`config.mk`:
```
export PLATFORM = sky130hd
export DESIGN_NAME = sed_monitor_flat
export DESIGN_NICKNAME = d
export VERILOG_FILES = /design/src/rtl/sed_monitor_if.sv /design/src/rtl/sed_monitor.sv /design/src/flat_wrapper.sv
export SDC_FILE = /design/constraint.sdc
export NUM_CORES = 1
export LEC_CHECK = 0
export ABC_CLOCK_PERIOD_IN_PS = 4930
export CAP_MARGIN = 30
export CORE_UTILIZATION = 45
export CTS_BUF_LIST = sky130_fd_sc_hd__clkbuf_4 sky130_fd_sc_hd__clkbuf_8
export DETAILED_ROUTE_END_ITERATION = 10
export PLACE_DENSITY = 0.61
export SLEW_MARGIN = 5
export SYNTH_ARGS = -nofsm -noshare
export SYNTH_HDL_FRONTEND = slang
export SYNTH_SLANG_ARGS = --single-unit
```
`constraint.sdc`:
```
create_clock -name clk -period 4.93 [get_ports clk]
set_input_delay 0.493 -clock clk [delete_from_list [all_inputs] [get_ports clk]]
set_output_delay 0.493 -clock clk [all_outputs]
set_load 0.005 [all_outputs]
```
`src/rtl/sed_monitor_if.sv`:
```
`default_nettype none
// ============================================================================
// Module   : sed_monitor_if
// Brief    : Control, SED primitive and status signals of sed_monitor.
// Revision : 1.0  initial release
// ============================================================================
interface sed_monitor_if #(
  parameter int CNT_W = 8
);
  logic             en;
  logic             start;
  logic             frc_req;
  logic             err_clr;
  logic             sedinprog;
  logic             seddone;
  logic             sederr;
  logic             sedenable;
  logic             sedstart;
  logic             sedfrcerr;
  logic             busy;
  logic             chk_done;
  logic             err_flag;
  logic [CNT_W-1:0] err_cnt;
  logic             tout_flag;
  logic             frc_fail;

  modport master (
    output en, start, frc_req, err_clr, sedinprog, seddone, sederr,
    input  sedenable, sedstart, sedfrcerr, busy, chk_done,
           err_flag, err_cnt, tout_flag, frc_fail
  );

  modport slave (
    input  en, start, frc_req, err_clr, sedinprog, seddone, sederr,
    output sedenable, sedstart, sedfrcerr, busy, chk_done,
           err_flag, err_cnt, tout_flag, frc_fail
  );
endinterface
`default_nettype wire

```
`src/rtl/sed_monitor.sv`:
```
`default_nettype none
// ============================================================================
// Module   : sed_monitor
// Brief    : Schedules SED checks, injects forced-error self-tests, reports.
// Revision : 1.0  initial release
// ============================================================================
module sed_monitor #(
  parameter int PERIOD  = 1024,
  parameter int TIMEOUT = 65535,
  parameter int CNT_W   = 8
) (
  input  wire logic    clk,
  input  wire logic    rst,
  sed_monitor_if.slave bus
);
  localparam int c_tmr_w = $clog2((PERIOD > TIMEOUT + 1) ? PERIOD : TIMEOUT + 1);
  localparam logic [c_tmr_w-1:0] c_period_ld  = c_tmr_w'(PERIOD - 1);
  localparam logic [c_tmr_w-1:0] c_timeout_ld = c_tmr_w'(TIMEOUT);
  localparam logic [CNT_W-1:0]   c_cnt_max    = {CNT_W{1'b1}};

  typedef enum logic [2:0] {
    S_IDLE = 3'd0,
    S_PREP = 3'd1,
    S_WAIT = 3'd2,
    S_ARM  = 3'd3,
    S_RUN  = 3'd4,
    S_EVAL = 3'd5
  } state_t;

  state_t             r_state;
  logic [c_tmr_w-1:0] r_tmr;
  logic [2:0]         r_meta, r_sync;
  logic               r_by_start, r_pending, r_forced, r_seen, r_tout, r_res_err;
  logic               r_sedenable, r_sedstart, r_sedfrcerr, r_busy, r_chk_done;
  logic               r_err_flag, r_tout_flag, r_frc_fail;
  logic [CNT_W-1:0]   r_err_cnt;

  logic w_s_inprog, w_s_done, w_s_err;
  logic w_frc_now, w_to_arm, w_eval_ok, w_set_err, w_set_tout, w_set_ffail;

  // The SED status lines come from another clock domain.
  always_ff @(posedge clk) begin
    if (rst) begin
      r_meta <= 3'b000;
      r_sync <= 3'b000;
    end else begin
      r_meta <= {bus.sedinprog, bus.seddone, bus.sederr};
      r_sync <= r_meta;
    end
  end

  assign w_s_inprog = r_sync[2];
  assign w_s_done   = r_sync[1];
  assign w_s_err    = r_sync[0];

  // A request arriving in the same cycle as the arm decision still counts.
  assign w_frc_now   = r_pending | bus.frc_req;
  assign w_to_arm    = ((r_state == S_PREP) && r_by_start) ||
                       ((r_state == S_WAIT) && (bus.start || (bus.en && (r_tmr == '0))));
  assign w_eval_ok   = (r_state == S_EVAL) && !r_tout;
  assign w_set_err   = w_eval_ok && !r_forced && r_res_err;
  assign w_set_tout  = (r_state == S_EVAL) && r_tout;
  assign w_set_ffail = w_eval_ok && r_forced && !r_res_err;

  always_ff @(posedge clk) begin
    if (rst) begin
      r_state     <= S_IDLE;
      r_tmr       <= '0;
      r_by_start  <= 1'b0;
      r_pending   <= 1'b0;
      r_forced    <= 1'b0;
      r_seen      <= 1'b0;
      r_tout      <= 1'b0;
      r_res_err   <= 1'b0;
      r_sedenable <= 1'b0;
      r_sedstart  <= 1'b0;
      r_sedfrcerr <= 1'b0;
      r_busy      <= 1'b0;
      r_chk_done  <= 1'b0;
      r_err_flag  <= 1'b0;
      r_tout_flag <= 1'b0;
      r_frc_fail  <= 1'b0;
      r_err_cnt   <= '0;
    end else begin
      r_sedstart <= 1'b0;
      r_chk_done <= 1'b0;
      if (bus.frc_req) r_pending <= 1'b1;

      if (w_to_arm) begin
        r_state     <= S_ARM;
        r_sedstart  <= 1'b1;
        r_busy      <= 1'b1;
        r_sedfrcerr <= w_frc_now;
        r_forced    <= w_frc_now;
        r_pending   <= 1'b0;
        r_seen      <= 1'b0;
      end else begin
        case (r_state)
          S_IDLE: begin
            if (bus.en || bus.start) begin
              r_state     <= S_PREP;
              r_sedenable <= 1'b1;
              r_by_start  <= bus.start;
            end
          end
          S_PREP: begin
            r_state <= S_WAIT;
            r_tmr   <= c_period_ld;
          end
          S_WAIT: begin
            if (!bus.en) begin
              r_state     <= S_IDLE;
              r_sedenable <= 1'b0;
            end else begin
              r_tmr <= r_tmr - c_tmr_w'(1);
            end
          end
          S_ARM: begin
            r_state <= S_RUN;
            r_tmr   <= c_timeout_ld;
          end
          S_RUN: begin
            if (w_s_inprog) r_seen <= 1'b1;
            if (r_seen && w_s_done && !w_s_inprog) begin
              r_state     <= S_EVAL;
              r_chk_done  <= 1'b1;
              r_tout      <= 1'b0;
              r_res_err   <= w_s_err;
              r_sedfrcerr <= 1'b0;
            end else if (r_tmr == '0) begin
              r_state     <= S_EVAL;
              r_chk_done  <= 1'b1;
              r_tout      <= 1'b1;
              r_res_err   <= 1'b0;
              r_sedfrcerr <= 1'b0;
            end else begin
              r_tmr <= r_tmr - c_tmr_w'(1);
            end
          end
          S_EVAL: begin
            r_busy <= 1'b0;
            if (bus.en) begin
              r_state <= S_WAIT;
              r_tmr   <= c_period_ld;
            end else begin
              r_state     <= S_IDLE;
              r_sedenable <= 1'b0;
            end
          end
          default: begin
            r_state     <= S_IDLE;
            r_sedenable <= 1'b0;
            r_busy      <= 1'b0;
            r_sedfrcerr <= 1'b0;
          end
        endcase
      end

      // A result reported in the same cycle as a clear takes precedence.
      r_err_flag  <= w_set_err   | (r_err_flag  & ~bus.err_clr);
      r_tout_flag <= w_set_tout  | (r_tout_flag & ~bus.err_clr);
      r_frc_fail  <= w_set_ffail | (r_frc_fail  & ~bus.err_clr);
      if (w_set_err) begin
        if (bus.err_clr)               r_err_cnt <= CNT_W'(1);
        else if (r_err_cnt != c_cnt_max) r_err_cnt <= r_err_cnt + CNT_W'(1);
      end else if (bus.err_clr) begin
        r_err_cnt <= '0;
      end
    end
  end

  assign bus.sedenable = r_sedenable;
  assign bus.sedstart  = r_sedstart;
  assign bus.sedfrcerr = r_sedfrcerr;
  assign bus.busy      = r_busy;
  assign bus.chk_done  = r_chk_done;
  assign bus.err_flag  = r_err_flag;
  assign bus.err_cnt   = r_err_cnt;
  assign bus.tout_flag = r_tout_flag;
  assign bus.frc_fail  = r_frc_fail;
endmodule
`default_nettype wire

```
`src/flat_wrapper.sv`:
```
// flat-port wrapper written by rule: the top's interface ports become plain ports
module sed_monitor_flat 
#(
  parameter int PERIOD  = 1024,
  parameter int TIMEOUT = 65535,
  parameter int CNT_W   = 8
)
  (clk, rst, bus_en, bus_start, bus_frc_req, bus_err_clr, bus_sedinprog, bus_seddone, bus_sederr, bus_sedenable, bus_sedstart, bus_sedfrcerr, bus_busy, bus_chk_done, bus_err_flag, bus_err_cnt, bus_tout_flag, bus_frc_fail);
  sed_monitor_if #(.CNT_W(CNT_W)) bus_i ();
  input  wire logic clk;
  input  wire logic rst;
  input wire logic [$bits(bus_i.en)-1:0] bus_en;
  input wire logic [$bits(bus_i.start)-1:0] bus_start;
  input wire logic [$bits(bus_i.frc_req)-1:0] bus_frc_req;
  input wire logic [$bits(bus_i.err_clr)-1:0] bus_err_clr;
  input wire logic [$bits(bus_i.sedinprog)-1:0] bus_sedinprog;
  input wire logic [$bits(bus_i.seddone)-1:0] bus_seddone;
  input wire logic [$bits(bus_i.sederr)-1:0] bus_sederr;
  output wire logic [$bits(bus_i.sedenable)-1:0] bus_sedenable;
  output wire logic [$bits(bus_i.sedstart)-1:0] bus_sedstart;
  output wire logic [$bits(bus_i.sedfrcerr)-1:0] bus_sedfrcerr;
  output wire logic [$bits(bus_i.busy)-1:0] bus_busy;
  output wire logic [$bits(bus_i.chk_done)-1:0] bus_chk_done;
  output wire logic [$bits(bus_i.err_flag)-1:0] bus_err_flag;
  output wire logic [$bits(bus_i.err_cnt)-1:0] bus_err_cnt;
  output wire logic [$bits(bus_i.tout_flag)-1:0] bus_tout_flag;
  output wire logic [$bits(bus_i.frc_fail)-1:0] bus_frc_fail;
  assign bus_i.en = bus_en;
  assign bus_i.start = bus_start;
  assign bus_i.frc_req = bus_frc_req;
  assign bus_i.err_clr = bus_err_clr;
  assign bus_i.sedinprog = bus_sedinprog;
  assign bus_i.seddone = bus_seddone;
  assign bus_i.sederr = bus_sederr;
  assign bus_sedenable = bus_i.sedenable;
  assign bus_sedstart = bus_i.sedstart;
  assign bus_sedfrcerr = bus_i.sedfrcerr;
  assign bus_busy = bus_i.busy;
  assign bus_chk_done = bus_i.chk_done;
  assign bus_err_flag = bus_i.err_flag;
  assign bus_err_cnt = bus_i.err_cnt;
  assign bus_tout_flag = bus_i.tout_flag;
  assign bus_frc_fail = bus_i.frc_fail;
  sed_monitor #(.PERIOD(PERIOD), .TIMEOUT(TIMEOUT), .CNT_W(CNT_W)) u_core (.clk(clk), .rst(rst), .bus(bus_i));
endmodule
```
# Word-level counts from Yosys, hierarchy flattened
# Cells that the tools add are included.
# Widths: inputs -> output; s select.
# word_totals
input_bits,9
output_inout_bits,16
ff_bits,47
word_cells,122
# op_classes
n_eq_ne,19
n_mux,31
n_reduce_logical,39
bitwise,11
n_addsub,2
# ops
operator,count
$pmux 16 s5,1
$mux 16,4
$mux 8,4
$pmux 3 s6,1
$logic_not 16->1,1
$sub 16x1->16 const B,1
$mux 1,13
$mux 3,4
$ne 2x2->1 const B,6
$reduce_and 3->1,4
$logic_and 1x1->1,11
$reduce_or 5->1,2
$add 8x1->8 const B,1
$ne 8x8->1 const B,1
$eq 3x2->1 const B,2
$eq 3x3->1 const B,2
$ne 2x1->1 const B,3
$ne 3x1->1 const B,2
$reduce_and 2->1,3
$reduce_and 6->1,1
$reduce_bool 2->1,3
$reduce_or 3->1,2
$reduce_bool 5->1,1
$logic_not 1->1,4
13 further kinds,25

# Longest topological paths before layout
# Gate-level depths: netlist (run 1).
# depth
depth_word,7
depth_mapped,9
depth_no_buf,7

# Worst setup path before layout (run 1)
# OpenSTA, ideal clock, no wires.
# synth_path
path_kind,register to register
start,reg u_core.r_tmr[0]
end,reg u_core.r_tmr[9]
stages_incl_launch_ff,9
path_slack_ps,2889
arrival_time_ps,1925
setup_ps,116
path_buffers,1
cell_sequence,dfxtp_1 -> inv_1 -> ha_1 -> nor3b_4 -> and3_4 -> a31o_1 -> buf_6 -> or4_1 -> o211a_1
# synth_between
elab_chain_cells,7
# synth_rtl
element,line_no,text
from (decl),sed_monitor.sv:31,logic [c_tmr_w-1:0] r_tmr;
from (signal assigned),sed_monitor.sv:108,r_tmr <= c_period_ld;
from (signal assigned),sed_monitor.sv:115,r_tmr <= r_tmr - c_tmr_w'(1);
from (signal assigned),sed_monitor.sv:120,r_tmr <= c_timeout_ld;
branches (longest 7 deep; another with $sub 16x1->16),-,
# Parallel ways; which one is timed is not known. The select of a mux whose other input is x is not followed.
# A chain may end at the register's enable or synchronous reset.

# Worst setup path in the final report (run 1)
# layout_path
start,reg u_core.r_tmr[0]
end,reg u_core.r_tmr[13]
# The elaborated chain is that of the path after synthesis.

==> metrics.md, run 1 <==
| Metric | Value |
|---|---|
| Status | complete, no violations |
| Number of nets in the finished design | 314 |
| CP max FO | 20 |
| Growth of design area from synthesis to finish | 15.06% |
| Number of buffers added by the clock tree synthesis step | 5 |
| Register bit count reported by yosys | 47 |
| Number of warnings reported in the yosys synthesis log | 0 |
| Sum of negative setup slack | 0 ns |
| Arrival time at the worst endpoint | 2.86 ns |
| Post-CTS setup-driven buffer insertion count | 0 |
| Number of antenna-violating nets in the routed design | 0 |
| Routed via count | 2134 |
| Count of standard-cell rows | 26 |
| Leakage power total | 0.9848 nW |
| CP Class | flop to flop |
| RSZ-0062 raised after global routing | false |
| Post-Synthesis Cell Area | 2476 um^2 |
| Total nets after synthesis | 296 |
| Die outline area | 5803 um^2 |
| Core box area | 5205 um^2 |
| Number of antenna cells inserted | 0 |
| Setup-failing EPs final | 0 |
| Clock Root Buffer | sky130_fd_sc_hd__clkbuf_8 |
| Global-route usage over all layers | 0.2060 |
| Critical path data required time | 5.14 ns |
| Worst-margin pin slew | 0.7478 ns |
| Clock latency of the later-clocked register in the worst-skew pair | 0.30 ns |
| Commonest cells after routing, fill and taps aside | sky130_fd_sc_hd__dfxtp_1, sky130_fd_sc_hd__clkdlybuf4s50_1, sky130_fd_sc_hd__nor2_1, sky130_fd_sc_hd__inv_1, sky130_fd_sc_hd__nand2_1 |
| Slew Limit Fails | 0 |
| Remaining DRCs | 0 |
| Number of buffers inserted for hold repair after clock tree synthesis | 0 |
| Average wire per cell in the routed design | 14.92 um |
| Power density over the cells | 433.8 nW/um^2 |
| Largest clock skew in the final design | 0.006626 ns |
| Die X | 76.18 um |
| Final cycle utilization of the critical path | 0.5376 |
| Ports placed on the boundary | 25 |
| Max-capacitance violation count | 0 |
| Average instance area after synthesis | 8.688 um^2 |
| Router iterations before antenna repair | 4 |
| Max rail drop VDD | 173.9 uV |
| Ys async rst share | 0 |
| Number of enable-type register cells in the synthesized netlist | 0 |
| Register area share after synthesis | 0.3800 |
| CTS sink cnt | 47 |
| Register clock-pin slew on the reported worst setup and hold paths | 0.09 ns |
| Number of filler cells placed in the layout | 500 |
| Clock Path Buffers | 2 |
| Post-detailed-routing wire length | 5581 um |
| Unique masters post-synth | 60 |
| Fraction of final layout cells with drive strength greater than 1 | 0.07895 |
| Effective utilization at floorplan | 0.4757 |
| Post-CTS Resized | 0 |
| Worst Hold Margin | 0.4428 ns |
| Combined area of the multi-input logic cells | 1376 um^2 |
| F_max | 377.3 MHz |
| Leading cell type in the layout, fill and taps excluded | sky130_fd_sc_hd__dfxtp_1 |
| Final std cell area, no fill | 2849 um^2 |
| Post-synth top area cell | sky130_fd_sc_hd__dfxtp_1 |
| Class of the most critical hold timing path | flop to flop |
| Placed Area | 2731 um^2 |
| Initial DRC count | 141 |
| Post-synth top flop | sky130_fd_sc_hd__dfxtp_1 |
| Hold violation total from the final report | 0 |
| Pin count of the biggest net entering global routing | 34 |
| Post-detailed-placement half-perimeter wirelength | 3881 um |
| Portion of synthesized cell area occupied by the leading cell type | 0.3800 |
| First-pass GRT wire length | 9784 um |
| Vias per cell | 5.706 |
| Height of the chip | 76.18 um |
| Post-synthesis cell count | 285 |
| CTS H-tree depth | 2 |
| Count of buffers from port buffering | 24 |
| Worst setup EP type | flop |
| CTS tree | done |
| Antenna violations before repair | 0 |
| Vias in the first global route | 1993 |
| FF/Latch Area | 940.9 um^2 |
| Synth top area cells | sky130_fd_sc_hd__dfxtp_1, sky130_fd_sc_hd__nor2_1, sky130_fd_sc_hd__nor3_1 |
| Startpoint kind of the worst setup timing path | flop |
| Placer congestion estimate | 0.7719 |
| Overall overflow remaining after global route | 0 |
| Clock period minus final worst setup slack | 2.651 ns |
| Worst slew margin relative to its limit | 0.5008 |
-- power by group --
part | leakage (nW) | internal [mW] | switching [mW]
combinational | 0.539 | 0.169 | 0.252
clock | 0.0612 | 0.164 | 0.134
sequential | 0.385 | 0.439 | 0.0786
total | 0.985 | 0.772 | 0.464
-- cells by family (layout without fill, tap and decap cells) --
family / after synthesis / count (layout) / synth area share
flops: 47 / 47 / 0.3800
compound gates: 78 / 78 / 0.2451
mux: 2 / 2 / 0.008085
buf+inv: 34 / 53 / 0.06418
fa+ha+maj: 2 / 2 / 0.01010
xor+xnor: 4 / 4 / 0.01415
simple gates: 118 / 118 / 0.2784
-- layer usage --
layer	wire length, um	GRT usage	vias up
met2	2487	0.3182	50
met5	0	0	-
met3	259	0.02994	5
met4	61	0.05769	0
met1	2773	0.2978	975
li1	-	-	1104
-- synth_stat cells (all sizes together) (2+ instances only) --
master  number
o21ai        9
a31oi        2
nor2        23
and3         3
a221oi       8
nand4        5
nand2       17
a22oi        2
nor3b        2
buf         10
mux2i        2
nand3b       6
o31ai        5
nor2b       10
o41ai        4
nand3        7
and2         2
o221ai       7
xor2         4
ha           2
nand2b       8
o211a        4
a21o         4
a211oi      10
inv         19
nor3        17
or2          3
clkbuf       5
a21oi       14
nor4         8
dfxtp       47
or4          3
-- critical path, stage by stage, from the launching register on --
cell	delay [ns]
sky130_fd_sc_hd__dfxtp_1	0.32
sky130_fd_sc_hd__inv_1	0.09
sky130_fd_sc_hd__ha_1	0.19
sky130_fd_sc_hd__nor3b_4	0.41
sky130_fd_sc_hd__and3_4	0.30
sky130_fd_sc_hd__a31o_1	0.63
sky130_fd_sc_hd__nor3_1	0.27
sky130_fd_sc_hd__a221oi_1	0.33
-- path summary, 6_finish.rpt --
path | depth (start not counted) | slack [ns] | startpoint | end
setup / recovery | 7 | 2.28 | u_core.r_tmr[0]$_SDFFE_PP0P_ | u_core.r_tmr[13]$_SDFFE_PP0P_
hold / removal | 1 | 0.44 | u_core.r_meta[2]$_SDFF_PP0_ | u_core.r_sync[2]$_SDFF_PP0_
setup reg to reg | 7 | 2.28 | u_core.r_tmr[0]$_SDFFE_PP0P_ | u_core.r_tmr[13]$_SDFFE_PP0P_
hold reg to reg | 1 | 0.44 | u_core.r_meta[2]$_SDFF_PP0_ | u_core.r_sync[2]$_SDFF_PP0_
-- stage by stage --
stage                     worst slack [ns]  cells  total power [mW]  utilization
final                                2.279    374             1.236       0.5474
after global routing                 2.037    374             1.323       0.5474
after CTS                            2.288    374             1.242       0.5474
after detailed placement             2.153    366            0.9449       0.5248
after global placement               2.219    366            0.9434       0.5248
after floorplan                      2.889    285            0.8416            -
-- state kept, by name (all words and copies together), names as in the netlist --
register	count
u_core.r_tmr	16
u_core.bus.err_cnt	8
u_core.r_meta	3
u_core.r_state	3
u_core.r_sync	3
u_core.bus.busy	1
u_core.bus.chk_done	1
u_core.bus.err_flag	1
u_core.bus.frc_fail	1
u_core.bus.sedenable	1
u_core.bus.sedfrcerr	1
u_core.bus.sedstart	1
u_core.bus.tout_flag	1
u_core.r_by_start	1
u_core.r_forced	1
u_core.r_pending	1
u_core.r_res_err	1
u_core.r_seen	1
u_core.r_tout	1
-- area by class of cell --
type	count	share of cell area
Sequential cell	47	0.3303
Timing Repair Buffer	26	0.08959
Tap cell	70	0.03074
Clock inverter	2	0.01230
Clock buffer	6	0.02899
Inverter	19	0.02503
Multi-Input combinational cell	204	0.4831
Power figures use the tool's default switching activity.
==> run 2: changes to the inputs <==
--- a/config.mk
+++ b/config.mk
@@ -5,12 +5,12 @@
 export SDC_FILE = /design/constraint.sdc
 export NUM_CORES = 1
 export LEC_CHECK = 0
-export ABC_CLOCK_PERIOD_IN_PS = 4930
+export ABC_CLOCK_PERIOD_IN_PS = 2200
 export CAP_MARGIN = 30
 export CORE_UTILIZATION = 45
 export CTS_BUF_LIST = sky130_fd_sc_hd__clkbuf_4 sky130_fd_sc_hd__clkbuf_8
 export DETAILED_ROUTE_END_ITERATION = 10
-export PLACE_DENSITY = 0.61
+export PLACE_DENSITY = 0.64
 export SLEW_MARGIN = 5
 export SYNTH_ARGS = -nofsm -noshare
 export SYNTH_HDL_FRONTEND = slang
==> constraint.sdc (replaced) <==
create_clock -name clk -period 2.2 [get_ports clk]
set_input_delay 0.22 -clock clk [delete_from_list [all_inputs] [get_ports clk]]
set_output_delay 0.22 -clock clk [all_outputs]
set_load 0.005 [all_outputs]
==> run 2 against run 1 <==
  * Critical path depth did not move
  * Core utilization rose by 2.9 points
  * Via count rose by 3.9%
  * Fmax rose by 28%
  * Worst hold slack got worse by 0.0022 ns
  * Clock skew rose by 0.0065 ns
  * Final cell count rose by 5.9%
  * Cell area rose by 5.3%
  * Wire length rose by 1.5%
  * Critical path type unchanged
  * Critical endpoint is now u_core.r_tmr[8]$_SDFFE_PP0P_
==> metrics.md, run 2 (synthesized netlist as in run 1, its figures left out) <==
| Metric | Value |
|---|---|
| Status | complete, no violations (unchanged) |
| Count of standard-cell rows | 26 (unchanged) |
| Setup-failing EPs final | 0 (unchanged) |
| Core box area | 5205 um^2 (unchanged) |
| RSZ-0062 raised after global routing | false (unchanged) |
| CTS H-tree depth | 2 (unchanged) |
| Die X | 76.18 um (unchanged) |
| CTS tree | done (unchanged) |
| Clock share of power | 0.197 (was 0.241) |
| Height of the chip | 76.18 um (unchanged) |
| Routed via count | 2218 (was 2134) |
| Antenna violations before repair | 0 (unchanged) |
| CP max FO | 9 (was 20) |
| Family of cells with the greatest summed delay on the critical path | simple AND/OR/NAND/NOR gates (unchanged) |
| Reported net switching power | 1.103 mW (was 464.5 uW) |
| Growth of design area from synthesis to finish | 21.12% (was 15.06%) |
| F_max | 484.4 MHz (was 377.3 MHz) |
| Slew Limit Fails | 0 (unchanged) |
| CTS sink cnt | 47 (unchanged) |
| Class of the most critical hold timing path | flop to flop (unchanged) |
| Vias in the first global route | 2084 (was 1993) |
| Number of antenna cells inserted | 0 (unchanged) |
| Die outline area | 5803 um^2 (unchanged) |
| Count of buffers from port buffering | 24 (unchanged) |
| Number of nets in the finished design | 336 (was 314) |
| Placer congestion estimate | 0.8723 (was 0.7719) |
| Cells along the critical path | inv_1, ha_1, nor3b_4, and3_4, a31o_4, or4_1, o211a_1 (was inv_1, ha_1, nor3b_4, and3_4, a31o_1, nor3_1, a221oi_1) |
| Power density over the cells | 933.2 nW/um^2 (was 433.8 nW/um^2) |
| Hold violation total from the final report | 0 (unchanged) |
| Leading cell type in the layout, fill and taps excluded | sky130_fd_sc_hd__dfxtp_1 (unchanged) |
| Peak per-stage delay on the critical path | 0.51 ns (was 0.63 ns) |
| Router iterations before antenna repair | 4 (unchanged) |
| Share of power burned in combinational logic | 0.395 (was 0.340) |
| Global-route usage over all layers | 0.2098 (was 0.2060) |
| Register clock-pin slew on the reported worst setup and hold paths | 0.10 ns (was 0.09 ns) |
| Number of buffers inserted for hold repair after clock tree synthesis | 0 (unchanged) |
| Switching part of the total | 0.3939 (was 0.3758) |
| Overall overflow remaining after global route | 0 (unchanged) |
| Average wire per cell in the routed design | 14.30 um (was 14.92 um) |
| Post-detailed-routing wire length | 5664 um (was 5581 um) |
| Clock period minus final worst setup slack | 2.065 ns (was 2.651 ns) |
| Leakage power total | 1.082 nW (was 0.9848 nW) |
| Clock Path Buffers | 2 (unchanged) |
| Max FFs per register | 16 (unchanged) |
| Post-detailed-placement half-perimeter wirelength | 4165 um (was 3881 um) |
| Number of antenna-violating nets in the routed design | 0 (unchanged) |
| Ports placed on the boundary | 25 (unchanged) |
| Largest clock skew in the final design | 0.01316 ns (was 0.006626 ns) |
| Critical path data required time | 2.41 ns (was 5.14 ns) |
| Number of filler cells placed in the layout | 480 (was 500) |
| Worst Hold Margin | 0.4406 ns (was 0.4428 ns) |
| Worst setup EP type | flop (unchanged) |
| Initial DRC count | 141 (unchanged) |
| Count of buffer and inverter cells on the critical path | 1 (unchanged) |
| Fraction of final layout cells with drive strength greater than 1 | 0.1442 (was 0.07895) |
| Clock Root Buffer | sky130_fd_sc_hd__clkbuf_8 (unchanged) |
| Max-capacitance violation count | 0 (unchanged) |
| Sum of negative setup slack | 0 ns (unchanged) |
| Cell type of the slowest stage on the worst timing path | sky130_fd_sc_hd__or4_1 (was sky130_fd_sc_hd__a31o_1) |
| Worst slew margin relative to its limit | 0.6415 (was 0.5008) |
| Max rail drop VDD | 465.7 uV (was 173.9 uV) |
| Final cycle utilization of the critical path | 0.9384 (was 0.5376) |
| Sequential Power Share | 0.408 (was 0.419) |
| CP Class | flop to flop (unchanged) |
| Cell internal pwr | 1.696 mW (was 771.5 uW) |
| Clock latency of the later-clocked register in the worst-skew pair | 0.31 ns (was 0.30 ns) |
| Startpoint kind of the worst setup timing path | flop (unchanged) |
| FF/Latch Area | 940.9 um^2 (unchanged) |
| Vias per cell | 5.601 (was 5.706) |
| Register bank with the most flops | u_core.r_tmr (unchanged) |
| First-pass GRT wire length | 9853 um (was 9784 um) |
| Commonest cells after routing, fill and taps aside | sky130_fd_sc_hd__dfxtp_1, sky130_fd_sc_hd__clkdlybuf4s50_1, sky130_fd_sc_hd__buf_4, sky130_fd_sc_hd__nor2_1, sky130_fd_sc_hd__inv_1 (was sky130_fd_sc_hd__dfxtp_1, sky130_fd_sc_hd__clkdlybuf4s50_1, sky130_fd_sc_hd__nor2_1, sky130_fd_sc_hd__inv_1, sky130_fd_sc_hd__nand2_1) |
| Remaining DRCs | 0 (unchanged) |
| Number of buffers added by the clock tree synthesis step | 5 (unchanged) |
| Worst-margin pin slew | 0.5330 ns (was 0.7478 ns) |
| Arrival time at the worst endpoint | 2.28 ns (was 2.86 ns) |
| Combined area of the multi-input logic cells | 1385 um^2 (was 1376 um^2) |
| Effective utilization at floorplan | 0.4757 (unchanged) |
| Pin count of the biggest net entering global routing | 21 (was 34) |
## run 2: worst reg2reg max path: stages (launching register included)
cell and delay (ns):
sky130_fd_sc_hd__dfxtp_1 0.36, sky130_fd_sc_hd__inv_1 0.08, sky130_fd_sc_hd__ha_1 0.23, sky130_fd_sc_hd__nor3b_4 0.17
sky130_fd_sc_hd__and3_4 0.21, sky130_fd_sc_hd__a31o_4 0.27, sky130_fd_sc_hd__or4_1 0.51, sky130_fd_sc_hd__o211a_1 0.14
## run 2: per-layer routing
metal / vias to the layer above / track usage / share of wire
met5: - / 0 / 0
met4: 0 / 0.06346 / 0.010
met3: 9 / 0.05629 / 0.063
met2: 56 / 0.3064 / 0.43
met1: 1006 / 0.3004 / 0.50
li1: 1147 / - / -
## run 2: final cells by class
cell class	instances	share of cell area
multi-input cells	204	0.4618
flip-flops and latches	47	0.3137
repair buffers	48	0.1402
well taps	70	0.02920
inverters	19	0.02378
clock buffers	5	0.02295
clock inverters	3	0.008344
## run 2: path summary, 6_finish.rpt
kind	slack, ns	from	to	cells after the start
max	0.14	u_core.r_tmr[0]$_SDFFE_PP0P_	u_core.r_tmr[8]$_SDFFE_PP0P_	7
min	0.44	u_core.r_meta[1]$_SDFF_PP0_	u_core.r_sync[1]$_SDFF_PP0_	1
max reg2reg	0.14	u_core.r_tmr[0]$_SDFFE_PP0P_	u_core.r_tmr[8]$_SDFFE_PP0P_	7
min reg2reg	0.44	u_core.r_meta[1]$_SDFF_PP0_	u_core.r_sync[1]$_SDFF_PP0_	1
## run 2: what timing repair did
item                       in CTS  in global routing
buffers inserted                0                  4
resized for setup               0                  2
setup endpoints to repair       0                 17
## run 2: power by group through the flow
stage | logic (mW) | registers [mW] | clock network, mW
floorplan | 0.775 | 1.11 | 0
global placement | 1.05 | 1.16 | 0
detailed placement | 1.07 | 1.16 | 0
CTS | 1.07 | 1.14 | 0.563
global route | 1.22 | 1.17 | 0.599
finish | 1.10 | 1.14 | 0.552
## run 2: through the flow
| step | instances | area, um^2 | worst slack [ns] | total power [mW] | util |
|---|---|---|---|---|---|
| 2_1_floorplan | 285 | 2476 | 0.1590 | 1.886 | - |
| 3_3_place_gp | 384 | 2867 | 0.1437 | 2.216 | 0.5507 |
| 3_5_place_dp | 384 | 2867 | 0.1081 | 2.229 | 0.5507 |
| 4_1_cts | 392 | 2960 | 0.08532 | 2.776 | 0.5688 |
| 5_1_grt | 396 | 2999 | 0.008197 | 2.991 | 0.5762 |
| 6_report | 396 | 2999 | 0.1354 | 2.799 | 0.5762 |
